===== config.mk =====
export PLATFORM = sky130hd
export DESIGN_NAME = mem_arbiter
export DESIGN_NICKNAME = d
export VERILOG_FILES = /design/src/rtl/mem_arb_pkg.sv /design/src/rtl/arb_starve_pick.sv /design/src/rtl/mem_arbiter.sv
export SDC_FILE = /design/constraint.sdc
export NUM_CORES = 1
export LEC_CHECK = 0
export BUFFER_PORTS_ARGS = -buffer_cell sky130_fd_sc_hd__buf_2
export CAP_MARGIN = 20
export CORE_AREA = 2 2 107 109
export DETAILED_ROUTE_END_ITERATION = 8
export DIE_AREA = 0 0 109 111
export PLACE_DENSITY = 0.67
export SLEW_MARGIN = 20
export SYNTH_ARGS = -nofsm -noshare
export SYNTH_HDL_FRONTEND = slang
export SYNTH_SLANG_ARGS = --single-unit

===== constraint.sdc =====
create_clock -name clk -period 1.9 [get_ports clk]
set_input_delay 0.19 -clock clk [delete_from_list [all_inputs] [get_ports clk]]
set_output_delay 0.19 -clock clk [all_outputs]
set_load 0.01 [all_outputs]

===== src/rtl/mem_arb_pkg.sv =====
// -----------------------------------------------------------------------------
// mem_arb_pkg
// Shared definitions for the main-memory arbiter that sits between the
// I-cache / D-cache refill paths and the single memory port.
//   - FSM state encoding (IDLE/ISSUE/READ/WRITE)
//   - burst owner encoding (IC/DC)
//   - line_off_mask(): byte-offset mask of one cache line, used to align the
//     latched request address to the start of its line
// -----------------------------------------------------------------------------
package mem_arb_pkg;

  localparam logic [1:0] ST_IDLE  = 2'd0;
  localparam logic [1:0] ST_ISSUE = 2'd1;
  localparam logic [1:0] ST_READ  = 2'd2;
  localparam logic [1:0] ST_WRITE = 2'd3;

  typedef enum logic {
    OWN_IC = 1'b0,
    OWN_DC = 1'b1
  } owner_e;

  // A line is beats * (data_w / 8) bytes. Both factors are powers of two, so
  // the byte-offset mask is simply the line size minus one.
  function automatic logic [63:0] line_off_mask(input int beats, input int data_w);
    return 64'(beats * (data_w / 8) - 1);
  endfunction

endpackage


===== src/rtl/arb_starve_pick.sv =====
// -----------------------------------------------------------------------------
// arb_starve_pick
// Grant decision for the memory arbiter: the D-cache wins ties, but after
// MAX_DWIN consecutive D-cache wins with an I-cache request waiting, the
// I-cache gets the next grant. Kept separate so the fairness policy can be
// replaced without touching the burst sequencer.
//
// Ports
//   clk, rst_n    clock, asynchronous active-low reset
//   grant_en_i    arbiter is able to grant this cycle
//   ic_valid_i    I-cache request pending
//   dc_valid_i    D-cache request pending
//   grant_ic_o    I-cache granted this cycle
//   grant_dc_o    D-cache granted this cycle
// -----------------------------------------------------------------------------
module arb_starve_pick #(
  parameter int MAX_DWIN = 4
) (
  input  logic clk,
  input  logic rst_n,
  input  logic grant_en_i,
  input  logic ic_valid_i,
  input  logic dc_valid_i,
  output logic grant_ic_o,
  output logic grant_dc_o
);

  localparam int CNT_W = (MAX_DWIN < 1) ? 1 : $clog2(MAX_DWIN + 1);
  localparam logic [CNT_W-1:0] DWIN_MAX = CNT_W'(MAX_DWIN);

  // Consecutive D-cache grants made while the I-cache was kept waiting.
  logic [CNT_W-1:0] dwin_q, dwin_d;

  always_comb begin
    // NOTE: every signal assigned here gets a value on every path (defaults
    // first), so the block stays purely combinational with no latches.
    grant_ic_o = grant_en_i && ic_valid_i && (!dc_valid_i || dwin_q == DWIN_MAX);
    grant_dc_o = grant_en_i && dc_valid_i && !grant_ic_o;
    dwin_d     = dwin_q;
    if (grant_dc_o) begin
      // Only a win that actually made the I-cache wait counts toward the bound.
      if (!ic_valid_i)            dwin_d = '0;
      else if (dwin_q != DWIN_MAX) dwin_d = dwin_q + CNT_W'(1);
    end else if (grant_ic_o) begin
      dwin_d = '0;
    end
  end

  // NOTE: state registers use non-blocking assignments so every flop samples
  // the pre-edge values, independent of block evaluation order.
  always_ff @(posedge clk or negedge rst_n) begin
    if (!rst_n) dwin_q <= '0;
    else        dwin_q <= dwin_d;
  end

endmodule


===== src/rtl/mem_arbiter.sv =====
// -----------------------------------------------------------------------------
// mem_arbiter
// Shares the single main-memory port between the I-cache refill path and the
// D-cache refill/writeback path. One line request is accepted at a time; the
// line is moved as a fixed BEATS-long burst.
//
// Ports
//   clk, reset_n                          clock, asynchronous active-low reset
//   ic_req_valid/ready/addr               I-cache line read request
//   ic_resp_valid/data/last               I-cache read beats
//   dc_req_valid/ready/addr/we            D-cache request (we=1: writeback)
//   dc_wdata_valid/ready/dc_wdata         D-cache writeback beats
//   dc_resp_valid/data/last               D-cache read beats
//   mem_req_valid/ready/addr/we           memory command
//   mem_wdata_valid/ready/mem_wdata       memory write beats
//   mem_resp_valid/data                   memory read beats (in order, no
//                                         backpressure)
// -----------------------------------------------------------------------------
module mem_arbiter
  import mem_arb_pkg::*;
#(
  parameter int ADDR_W   = 32,
  parameter int DATA_W   = 32,
  parameter int BEATS    = 4,
  parameter int MAX_DWIN = 4
) (
  input  logic              clk,
  input  logic              reset_n,
  // I-cache request / response
  input  logic              ic_req_valid,
  output logic              ic_req_ready,
  input  logic [ADDR_W-1:0] ic_req_addr,
  output logic              ic_resp_valid,
  output logic [DATA_W-1:0] ic_resp_data,
  output logic              ic_resp_last,
  // D-cache request / writeback / response
  input  logic              dc_req_valid,
  output logic              dc_req_ready,
  input  logic [ADDR_W-1:0] dc_req_addr,
  input  logic              dc_req_we,
  input  logic              dc_wdata_valid,
  output logic              dc_wdata_ready,
  input  logic [DATA_W-1:0] dc_wdata,
  output logic              dc_resp_valid,
  output logic [DATA_W-1:0] dc_resp_data,
  output logic              dc_resp_last,
  // Memory port
  output logic              mem_req_valid,
  input  logic              mem_req_ready,
  output logic [ADDR_W-1:0] mem_req_addr,
  output logic              mem_req_we,
  output logic              mem_wdata_valid,
  input  logic              mem_wdata_ready,
  output logic [DATA_W-1:0] mem_wdata,
  input  logic              mem_resp_valid,
  input  logic [DATA_W-1:0] mem_resp_data
);

  localparam int                BEAT_W    = $clog2(BEATS);
  localparam logic [BEAT_W-1:0] BEAT_LAST = BEAT_W'(BEATS - 1);
  localparam logic [ADDR_W-1:0] LINE_MASK = ADDR_W'(line_off_mask(BEATS, DATA_W));

  logic [1:0]        state_q, state_d;
  owner_e            owner_q, owner_d;
  logic [ADDR_W-1:0] addr_q,  addr_d;
  logic              we_q,    we_d;
  logic [BEAT_W-1:0] beat_q,  beat_d;
  // Set for the single IDLE cycle that follows a burst; no grant is made then.
  logic              cool_q,  cool_d;

  logic grant_en, grant_ic, grant_dc;
  logic beat_last, rd_beat, wr_active, wr_beat;

  // Gating with reset_n keeps the grant outputs low while reset is held,
  // even though the state flops already read IDLE.
  assign grant_en = reset_n && (state_q == ST_IDLE) && !cool_q;

  arb_starve_pick #(
    .MAX_DWIN (MAX_DWIN)
  ) u_pick (
    .clk        (clk),
    .rst_n      (reset_n),
    .grant_en_i (grant_en),
    .ic_valid_i (ic_req_valid),
    .dc_valid_i (dc_req_valid),
    .grant_ic_o (grant_ic),
    .grant_dc_o (grant_dc)
  );

  // ---------------------------------------------------------------- outputs
  always_comb begin
    ic_req_ready  = grant_ic;
    dc_req_ready  = grant_dc;

    mem_req_valid = (state_q == ST_ISSUE);
    mem_req_addr  = addr_q;
    mem_req_we    = we_q;

    beat_last     = (beat_q == BEAT_LAST);

    // Read beats go straight from memory to the owning cache.
    rd_beat       = (state_q == ST_READ) && mem_resp_valid;
    ic_resp_valid = rd_beat && (owner_q == OWN_IC);
    dc_resp_valid = rd_beat && (owner_q == OWN_DC);
    ic_resp_data  = ic_resp_valid ? mem_resp_data : '0;
    dc_resp_data  = dc_resp_valid ? mem_resp_data : '0;
    ic_resp_last  = ic_resp_valid && beat_last;
    dc_resp_last  = dc_resp_valid && beat_last;

    // Writeback beats pass through combinationally while in WRITE only.
    wr_active       = (state_q == ST_WRITE);
    mem_wdata_valid = wr_active && dc_wdata_valid;
    dc_wdata_ready  = wr_active && mem_wdata_ready;
    mem_wdata       = wr_active ? dc_wdata : '0;
    wr_beat         = mem_wdata_valid && mem_wdata_ready;
  end

  // ------------------------------------------------------------- next state
  always_comb begin
    state_q_hold: begin
      state_d = state_q;
      owner_d = owner_q;
      addr_d  = addr_q;
      we_d    = we_q;
      beat_d  = beat_q;
      cool_d  = 1'b0;
    end

    case (state_q)
      ST_IDLE: begin
        if (grant_ic) begin
          state_d = ST_ISSUE;
          owner_d = OWN_IC;
          addr_d  = ic_req_addr & ~LINE_MASK;
          we_d    = 1'b0;
        end else if (grant_dc) begin
          state_d = ST_ISSUE;
          owner_d = OWN_DC;
          addr_d  = dc_req_addr & ~LINE_MASK;
          we_d    = dc_req_we;
        end
      end

      ST_ISSUE: begin
        if (mem_req_ready) begin
          state_d = we_q ? ST_WRITE : ST_READ;
          beat_d  = '0;
        end
      end

      ST_READ: begin
        if (rd_beat) begin
          beat_d = beat_q + BEAT_W'(1);
          if (beat_last) begin
            state_d = ST_IDLE;
            cool_d  = 1'b1;
          end
        end
      end

      ST_WRITE: begin
        if (wr_beat) begin
          beat_d = beat_q + BEAT_W'(1);
          if (beat_last) begin
            state_d = ST_IDLE;
            cool_d  = 1'b1;
          end
        end
      end

      default: state_d = ST_IDLE;
    endcase
  end

  always_ff @(posedge clk or negedge reset_n) begin
    if (!reset_n) begin
      state_q <= ST_IDLE;
      owner_q <= OWN_IC;
      addr_q  <= '0;
      we_q    <= 1'b0;
      beat_q  <= '0;
      cool_q  <= 1'b0;
    end else begin
      state_q <= state_d;
      owner_q <= owner_d;
      addr_q  <= addr_d;
      we_q    <= we_d;
      beat_q  <= beat_d;
      cool_q  <= cool_d;
    end
  end

endmodule


==> results list <==
- The run finished with clean final reports.
* Synth Flop Type: sky130_fd_sc_hd__dfrtp_1
- Clock tree from TritonCTS: done
* Kind of critical path: register to output port
- For this block, the initial DRC count from the detailed router was 191.
- Leading cell type by number of instances after synthesis: sky130_fd_sc_hd__and2_1
* Main area contributors after synthesis: sky130_fd_sc_hd__dfrtp_1 35%, sky130_fd_sc_hd__and2_1 15%, sky130_fd_sc_hd__and3_1 7.9%
- STA puts the critical path data arrival time at 1700 ps.
- Global routing finished with a remaining overflow of 0.
- Multiplexer area fraction after synthesis: 0
- In this run the cell area measured after placement is roughly 0.0042 mm².
- The tool flagged a number of max-cap violations equal to 0.
- Detailed-route via count: between 3,000 and 4,000
- Setup repair after global routing could not meet its margin everywhere.
- Total iterations of the first detailed-routing run: 4
* Share of the synthesized area in the top cell type: 0.352
* Synthesized-area fraction occupied by ao, oa, aoi and oai cells: 0.218
* Number of nets at the end of the flow: 743
* Power per Cell Area: 1210 mW/mm²
- From synthesis to final layout, the design area changed by 75.9%.
* Number of flops mapped to enable cells by yosys: 0
- Counting along the longest clock path gives a buffer depth of 2.
* Cell chosen for the clock root: sky130_fd_sc_hd__clkbuf_16
- In the final layout, the share of cells above drive strength 1 is 0.555.
- The count of buffers added on input and output ports is 262.
- The sequential cells in the finished layout cover a total of 952 µm².
- #FFs+latches synth: 38
- Prior to clock tree synthesis, the placed netlist has a worst setup slack of 210 ps.
* HPWL after detailed placement: between 9000 and 10,000 µm
* Met3 capacity usage during global routing: 0.0488
- In the global route stage, met1 resource usage came out at 0.220.
- Of the synthesized area, sequential elements account for 0.352.
- Routability-driven placement finished with a final weighted congestion of ~0.81.
- Maximum clock rate: 0.529 GHz
- TritonCTS buffer count: 5
* Effective utilization at floorplan: 0.244
- First-pass GRT wire length: 16,900 µm
* Worst Clk Skew: 5.69 ps
- Fraction of the mapped netlist area in adder cells: 0.0139
* Horizontal die dimension: between 100 and 150 µm
* Internal power consumption: around 3.3 mW
- Antenna violations before repair: 7
- Including well taps, the total number of placed cells is 725.
- Synthesis produced a netlist whose cell count is 340.
- The path class of the tightest hold or removal check is primary input to register.
- In the global route stage, overall resource usage came out at 0.179.
* Capturing element type of the critical path: output port
- The worst setup path is launched from a register.
- Design Area, Final: about 0.0048 mm²
- met2 is the most crowded layer.
* Final critical-path setup slack: 9.24 ps
- Total of endpoints with negative setup slack in the final report: 0
- Number of fillers in the final layout: about 1,100
- Measured against its own limit, the worst slew margin works out to 0.422.
* Xor/xnor share of the synthesized area: 0
- In this run, distinct cell masters in the synthesized netlist total 38.
- Along the worst path, the maximum fanout reaches 9.
* Worst path required time: 1710 ps
* Share of the cycle needed by the critical path after routing: 0.995
* Maximum number of pins on one net before global-route repair: a little over 40
- Accumulated negative setup slack: 0 ps
- Of all cell types, the one taking the most synthesized area is sky130_fd_sc_hd__dfrtp_1.
* Ys Warns: 0
- Largest voltage drop on the vdd net: 560 µV
- The worst path in the final design needs a cycle of 1890 ps, including I/O delays and setup.
- The final max-slew violation count was 0.
- CTS saw 38 sinks.
- Antenna Nets Post-Route: 0
- Sequential group share of total power: 0.256
* Placeable core area: 0.0111 mm²
- The final layout contains routed wiring with a total length of 12,300 µm.
- Combinational fraction of design power: 0.599
- Die area: 0.0121 mm²
- Async S/R FF share, synth: 1.00
- Of the total power, the share spent switching nets is 0.416.
- The share of total power dissipated in the clock network is 0.145.
- Summing all multi-input logic gate instances after layout gives 0.00165 mm².
- Excluding fillers, the count of instances in the completed layout stands at between 700 and 800.
- After synthesis, the largest family of logic cells by area is simple AND/OR/NAND/NOR gates.
- Standby leakage power: 2.61 nW
- In this run the power spent charging and discharging nets is between 2 and 2.5 mW.
- Clock-pin slew was measured on the worst setup and hold paths at 60 ps.
* Average detailed-routed wire length per instance: 16.4 µm
- In this run the number of H-tree levels came out at 2.
- Vert. Die Dim: about 110 µm
* Count of endpoints failing hold in the final timing report: 0
- Global-route track usage on met2: 0.309
- Of the total synthesized cell area, the portion taken by AND, OR, NAND and NOR gates is 0.339.
- Number of global-route vias before repair: ~3,300
- Mean area per synthesized cell: 7.96 µm²
- For the pin with the worst max-slew slack, the measured transition is 865 ps.
* Summed instance area of the synthesized netlist: approximately 0.0027 mm²
- In this run the count of I/O pins placed on the die edge is ~280.
- Once layout is complete, the utilization of the core stands at 0.430.
- In the routed layout, each cell is associated on average with a via count of 4.79.
* Most frequent cells after synthesis: 67 x sky130_fd_sc_hd__and2_1, 38 x sky130_fd_sc_hd__dfrtp_1, 34 x sky130_fd_sc_hd__and3_1
- Clock network latency to the later pin of the worst-skew pair: 280 ps
- Number of standard-cell rows in the floorplan: 39
- After detailed routing, the number of remaining DRC violations is 0.
## power by group through the flow
stage | Combinational [mW] | Clock, mW | Sequential (mW)
2_1_floorplan | 1.58 | 0 | 1.58
3_3_place_gp | 2.91 | 0 | 1.45
3_5_place_dp | 2.98 | 0 | 1.47
4_1_cts | 2.99 | 0.852 | 1.46
5_1_grt | 3.75 | 0.886 | 1.52
6_report | 3.44 | 0.832 | 1.47
## cells by family after synthesis
group                    after synthesis
AND/OR/NAND/NOR                      151
AO/OA/AOI/OAI                        100
buffers and inverters                 47
flip-flops                            38
adder cells (fa/ha/maj)                3
other                                  1
## metrics by stage
step                hold WS (ps)  power (mW)
floorplan                   -106        3.17
global placement             245        4.36
detailed placement           244        4.44
CTS                          144        5.31
global route                 156        6.15
finish                       145        5.74
## timing repair
| item | in CTS | in global routing |
|---|---|---|
| pin swaps | 1 | 9 |
| endpoints found under the setup margin | 30 | 68 |
| setup buffers | 1 | 5 |
| gates cloned | 0 | 6 |
| gates resized for setup | 2 | 61 |
| hold endpoints to repair | 38 | 0 |
| hold buffers | 2 | 0 |
## cells in the final DEF, fill, tap and decap left out, types with 2 or more instances in the layout
| cell | Yosys | final |
|---|---|---|
| sky130_fd_sc_hd__a31oi_1 | 29 | 29 |
| sky130_fd_sc_hd__nand4_1 | 2 | 2 |
| sky130_fd_sc_hd__clkbuf_16 | 0 | 7 |
| sky130_fd_sc_hd__dfrtp_1 | 38 | 37 |
| sky130_fd_sc_hd__buf_6 | 1 | 27 |
| sky130_fd_sc_hd__and2_1 | 67 | 44 |
| sky130_fd_sc_hd__buf_4 | 5 | 17 |
| sky130_fd_sc_hd__o21ai_0 | 29 | 29 |
| sky130_fd_sc_hd__a21oi_1 | 29 | 29 |
| sky130_fd_sc_hd__buf_2 | 3 | 241 |
| sky130_fd_sc_hd__diode_2 | 0 | 4 |
| sky130_fd_sc_hd__buf_12 | 0 | 3 |
| sky130_fd_sc_hd__nand2_1 | 5 | 5 |
| sky130_fd_sc_hd__nand3_1 | 31 | 31 |
| sky130_fd_sc_hd__nor3b_1 | 2 | 2 |
| sky130_fd_sc_hd__nor3_4 | 0 | 2 |
| sky130_fd_sc_hd__clkinvlp_4 | 0 | 2 |
| sky130_fd_sc_hd__ha_1 | 3 | 3 |
| sky130_fd_sc_hd__and3_1 | 34 | 34 |
| sky130_fd_sc_hd__inv_1 | 7 | 6 |
| sky130_fd_sc_hd__dlygate4sd3_1 | 0 | 2 |
| sky130_fd_sc_hd__conb_1 | 1 | 4 |
| sky130_fd_sc_hd__and2_4 | 0 | 23 |
| sky130_fd_sc_hd__o211ai_1 | 2 | 2 |
## state kept, by name (all words and copies together), names as in the netlist
name           flops
beat_q             2
u_pick.dwin_q      3
state_q            2
mem_req_we         1
mem_req_addr      28
cool_q             1
owner_q            1
## area by class of cell
| class | count | area share |
|---|---|---|
| Antenna cell | 4 | 0.00210 |
| Tap cell | 143 | 0.0376 |
| Sequential cell | 38 | 0.200 |
| Inverter | 7 | 0.00631 |
| Timing Repair Buffer | 293 | 0.375 |
| Clock buffer | 6 | 0.0292 |
| Multi-Input combinational cell | 258 | 0.348 |
| Clock inverter | 2 | 0.00263 |
## final timing paths
kind	from	to	slack (ps)	cells past startpoint
setup / recovery	state_q[1]	dc_resp_data[4]	9	7
hold / removal	dc_req_we	mem_req_we	140	2
setup reg to reg	state_q[1]	u_pick.dwin_q[2]	140	6
hold reg to reg	u_pick.dwin_q[1]	u_pick.dwin_q[1]	520	1
max in group asynchronous	reset_n	state_q[0]	580	3
min in group asynchronous	reset_n	mem_req_addr[6]	720	3
## routing by layer
metal,routed length [µm],vias up
met4,123,2
li1,-,1725
met1,4850,1673
met2,6230,186
met3,1090,10
met5,13,-
## critical path, cell delays in order, from the launching register on
cell and delay [ps]:
sky130_fd_sc_hd__dfrtp_1 380, sky130_fd_sc_hd__buf_6 120, sky130_fd_sc_hd__clkinvlp_4 130, sky130_fd_sc_hd__nor3_4 250, sky130_fd_sc_hd__buf_12 150, sky130_fd_sc_hd__clkbuf_16 140
sky130_fd_sc_hd__and2_1 120, sky130_fd_sc_hd__buf_2 130
No activity file was read; power rests on OpenSTA's default activity.
